### src/rtl/prim_demux_fixed.sv
// Purpose: 1:N stream demultiplexer that steers each indexed transfer to one valid/ready output port.
// Latency: one cycle from input handshake to valid_o; sustains one transfer per cycle.
// Backpressure: ready_o follows the ready of the port being held; out-of-range beats are dropped and flagged on err_o.
module prim_demux_fixed #(
    parameter int N          = 8,
    parameter int DW         = 32,
    parameter bit EnDataPort = 1'b1,
    localparam int IdxW      = (N > 1) ? $clog2(N) : 1
) (
    input  logic            clk_i,
    input  logic            rst_ni,
    input  logic            valid_i,
    input  logic [DW-1:0]   data_i,
    input  logic [IdxW-1:0] idx_i,
    output logic            ready_o,
    output logic [N-1:0]    valid_o,
    output logic [DW-1:0]   data_o,
    input  logic [N-1:0]    ready_i,
    output logic            err_o
);

    logic            full_q;
    logic            err_q;
    logic [IdxW-1:0] idx_q;
    logic [IdxW-1:0] idx_load;
    logic            in_range;
    logic            drain;
    logic            accept;
    logic            load;
    logic            drop;

    // Decode the held index into per-port valids; idx_q never holds an index >= N.
    always_comb begin
        valid_o = '0;
        for (int k = 0; k < N; k++) begin
            valid_o[k] = full_q && (idx_q == IdxW'(k));
        end
    end

    // Only the ready of the selected port can retire the held beat.
    assign drain   = |(valid_o & ready_i);
    assign ready_o = ~full_q | drain;
    assign accept  = valid_i & ready_o;

    generate
        if (N == 1) begin : g_single
            // A single port: every index lands on port 0.
            logic unused_idx;
            assign unused_idx = ^idx_i;
            assign in_range   = 1'b1;
            assign idx_load   = '0;
        end else if (N == (1 << IdxW)) begin : g_pow2
            // Every encodable index names a real port.
            assign in_range = 1'b1;
            assign idx_load = idx_i;
        end else begin : g_range
            localparam logic [IdxW-1:0] MaxIdx = IdxW'(N - 1);
            assign in_range = (idx_i <= MaxIdx);
            assign idx_load = idx_i;
        end
    endgenerate

    assign load = accept & in_range;
    assign drop = accept & ~in_range;

    // Holding register control: a new beat overrides a same-cycle drain so throughput stays at one per cycle.
    always_ff @(posedge clk_i or negedge rst_ni) begin
        if (!rst_ni) begin
            full_q <= 1'b0;
            idx_q  <= '0;
            err_q  <= 1'b0;
        end else begin
            full_q <= load | (full_q & ~drain);
            err_q  <= drop;
            if (load) begin
                idx_q <= idx_load;
            end
        end
    end

    generate
        if (EnDataPort) begin : g_data
            logic [DW-1:0] data_q;

            // Payload register loads only with an in-range beat and otherwise keeps its last value.
            always_ff @(posedge clk_i or negedge rst_ni) begin
                if (!rst_ni) begin
                    data_q <= '0;
                end else if (load) begin
                    data_q <= data_i;
                end
            end

            assign data_o = data_q;
        end else begin : g_nodata
            logic unused_data;
            assign unused_data = ^data_i;
            assign data_o      = '1;
        end
    endgenerate

    assign err_o = err_q;

    a_valid_onehot0: assert property (@(posedge clk_i) disable iff (!rst_ni)
        $onehot0(valid_o));

    a_valid_needs_full: assert property (@(posedge clk_i) disable iff (!rst_ni)
        (|valid_o) |-> full_q);

    a_stall_stable: assert property (@(posedge clk_i) disable iff (!rst_ni)
        (|(valid_o & ~ready_i)) |=> ($stable(valid_o) && $stable(data_o) && $stable(idx_q)));

    a_stall_not_ready: assert property (@(posedge clk_i) disable iff (!rst_ni)
        (|(valid_o & ~ready_i)) |-> !ready_o);

    a_err_repeat: assert property (@(posedge clk_i) disable iff (!rst_ni)
        (err_o && $past(err_o)) |-> ($past(drop) && $past(drop, 2)));

    a_known: assert property (@(posedge clk_i) disable iff (!rst_ni)
        !$isunknown({valid_o, ready_o, err_o}));

endmodule

### config.mk
export PLATFORM = sky130hd
export DESIGN_NAME = prim_demux_fixed
export DESIGN_NICKNAME = d
export VERILOG_FILES = /design/src/rtl/prim_demux_fixed.sv
export SDC_FILE = /design/constraint.sdc
export NUM_CORES = 1
export LEC_CHECK = 0
export CAP_MARGIN = 20
export CORE_MARGIN = 1
export CORE_UTILIZATION = 30
export DETAILED_ROUTE_END_ITERATION = 10
export DONT_BUFFER_PORTS = 1
export SYNTH_ARGS = -nofsm -noshare
export SYNTH_HDL_FRONTEND = slang
export SYNTH_SLANG_ARGS = --single-unit
### constraint.sdc
create_clock -name clk_i -period 1.8 [get_ports clk_i]
set_input_delay 0.27 -clock clk_i [delete_from_list [all_inputs] [get_ports clk_i]]
set_output_delay 0.27 -clock clk_i [all_outputs]
set_load 0.005 [all_outputs]
==> results_dict.tcl <==
set metrics [dict create \
    vias 918 \
    nFillCells 450 \
    cp.depth 7 \
    crit_path_start "idx_q[2]" \
    start_kind "flip-flop" \
    grt_pass1_wl_um 4657 \
    grt_util_met3 0.05691 \
    antenna_found_initial 0 \
    die_w_um 74.03 \
    drc_errors 0 \
    worst_slack_ns -0.08362 \
    crit_end "data_o[25]" \
    period_minus_slack_ns 1.884 \
    clock_latency_ns 0.28 \
    rrSetupSlack_ns -0.08 \
    multi_input_area_um2 676.9 \
    drv_slew 0 \
    finalClockSkew_ns 0.004789 \
    gr-total-overflow 0 \
    viasPerCell 4.832 \
    path_cells "buf_4, or2b_4, o221ai_4, o31ai_4, buf_6, clkbuf_16, mux2_4" \
    drtIter0Drc 24 \
    crit_path_top_delay_cell "dfrtp_2" \
    dp_hpwl_um 2139 \
    numCtsBuffers 5 \
    synth_top_area_frac 0.5788 \
    outcome "complete, but fails checks" \
    yosysTopAreaCell "dfrtp_1" \
    cpPeakStageDelay_ns 0.45 \
    timing.rr.start "idx_q[2]" \
    rsz0062_at_grt "true" \
    critPathRequiredTime_ns 1.97 \
    critPathTopFamily "buffers and inverters" \
    finalPower_uw 4091 \
    criticalPathCategory "flip-flop to flip-flop" \
    htreeDepth 2 \
    finalSetupViolCount 34 \
    violations "setup timing" \
    drv_cap 0 \
    layout-area-overhead-vs-synth_pct 27.89 \
    busiest_layer "met2" \
    ys_ff_latch 36 \
    fin_nets 168 \
    fmax_ghz 0.5309 \
    period_share 1.046 \
    power.leakage_uw 0.0008852 \
    drt-total-wl_um 3380 \
    grt_usage 0.1164 \
    io_pins 88 \
    diodes 0 \
    synth_async_sr_flop_share 1.000 \
    min_path_type "input pin to flip-flop" \
    crit_fanout 7 \
    yosys_warnings 0 \
    fin_tns_setup_ns -2.113 \
    grtUsageMet2 0.2051 \
    layout-drive-gt1-share 0.5610 \
    dieHeight_um 74.03 \
    cts_max_path_buffers 2 \
    arrival_ns 2.05 \
    synth_area_leaders "dfrtp_1 (58%), mux2_2 (25%), buf_6 (2.2%), nor2_1 (1.9%), o221ai_4 (1.7%)" \
    yosysSeqAreaShare 0.5788 \
    syn-mean-instance-area_um2 14.97 \
    cts_root_buffer "clkbuf_8" \
    synth_nets 150 \
    dieArea_um2 5480 \
    globalplace.congestion 0.6513 \
    yosysUniqueCellTypes 21 \
    netlist_instances 104 \
    cts_sinks 36 \
    powerDensity_nw_per_um2 2055 \
    drt-wirelength-per-cell_um 17.79 \
    ant_nets 0 \
    tritoncts "built" \
    synth_edf_count 0 \
    vdd_drop_max_uv 734.5 \
    synth_area_um2 1556 \
    area.sequential_um2 904.6 \
    fp-row-count 25 \
    path_buf_inv 3 \
    worstReg2RegEnd "data_o[25]" \
    post-route-util 0.4106 \
    synthFlopType "dfrtp_1" \
    reg2reg_depth 7 \
    grt_max_degree 37 \
    endpoint_kind "flip-flop" \
    path_clk_slew_ns 0.08 \
    io_buffer_count 0 \
    coreArea_um2 4848 \
    firstDrtPassIters 4 \
    start_util 0.3210 \
    hold_violations 0 \
    grt_pass1_vias 976 \
    met1_usage 0.1157 \
]
==> stage by stage <==
step / instance area (µm²) / instances / hold WS (ns) / setup WS [ns]
global route: 1991 / 190 / 0.08649 / -0.1555
finish: 1991 / 190 / 0.09608 / -0.08362
CTS: 1843 / 186 / 0.08221 / -0.09223
detailed placement: 1635 / 171 / -0.02491 / -0.1916
floorplan: 1556 / 104 / -0.02559 / 0.005415
global placement: 1635 / 171 / -0.02465 / -0.07664
==> logic make-up after synthesis <==
family / after synthesis / synth area share
other: 1 / 0.002409
AO/OA/AOI/OAI: 4 / 0.04020
buffers and inverters: 5 / 0.03537
flip-flops: 36 / 0.5788
multiplexers: 36 / 0.2621
AND/OR/NAND/NOR: 22 / 0.08120
==> per-layer routing <==
metal / wire, µm / part of all wire / up-vias
li1: - / - / 395
met3: 366 / 0.11 / 5
met5: 0 / 0 / -
met2: 1689 / 0.50 / 65
met1: 1289 / 0.38 / 453
met4: 34 / 0.010 / 0
==> power breakdown <==
group	total, µW	switching (µW)	internal (µW)
Sequential	1610	369	1240
Combinational	1780	628	1150
Clock	698	289	410
Total	4090	1290	2810
==> worst min-delay path by stage <==
stage	from	end	cells after the start
4_1_cts	valid_i	full_q	1
5_1_grt	valid_i	full_q	1
3_3_place_gp	rst_ni	data_o[17]	0
6_report	valid_i	full_q	1
3_5_place_dp	rst_ni	data_o[11]	0
2_1_floorplan	rst_ni	data_o[0]	0
==> sequential cells by signal, indices dropped and copies added (netlist names) <==
register	cells
data_o	32
idx_q	3
full_q	1
==> synth_stat cells (all sizes together) (2+ instances only) <==
cell type / count
nor2: 8
or2b: 3
nand3b: 2
dfrtp: 36
buf: 4
nand2: 3
mux2: 35
nand2b: 2
==> what timing repair did <==
action,CTS,global route
pin swaps,2,2
buffers inserted,4,1
hold buffers,2,0
endpoints found under the setup margin,35,35
hold endpoints to repair,36,0
cloned,1,3
gates resized for setup,7,24
==> cell usage in the layout, fill, tap and decap left out, types with 3 or more instances in the layout <==
cell      count
mux2_4       18
buf_12        3
buf_6         5
dfrtp_1      33
buf_4         5
nand2_1       3
mux2_2       17
nor2_1        8
clkbuf_8      5
dfrtp_2       3
==> layout make-up <==
cell class                      instances  share of cell area
Timing Repair Buffer                   16              0.1075
Clock inverter                          3             0.02137
Tap cell                               67             0.04211
Multi-Input combinational cell         63              0.3400
Sequential cell                        36              0.4544
Clock buffer                            5             0.03457
(Power assumes the default switching activity.)
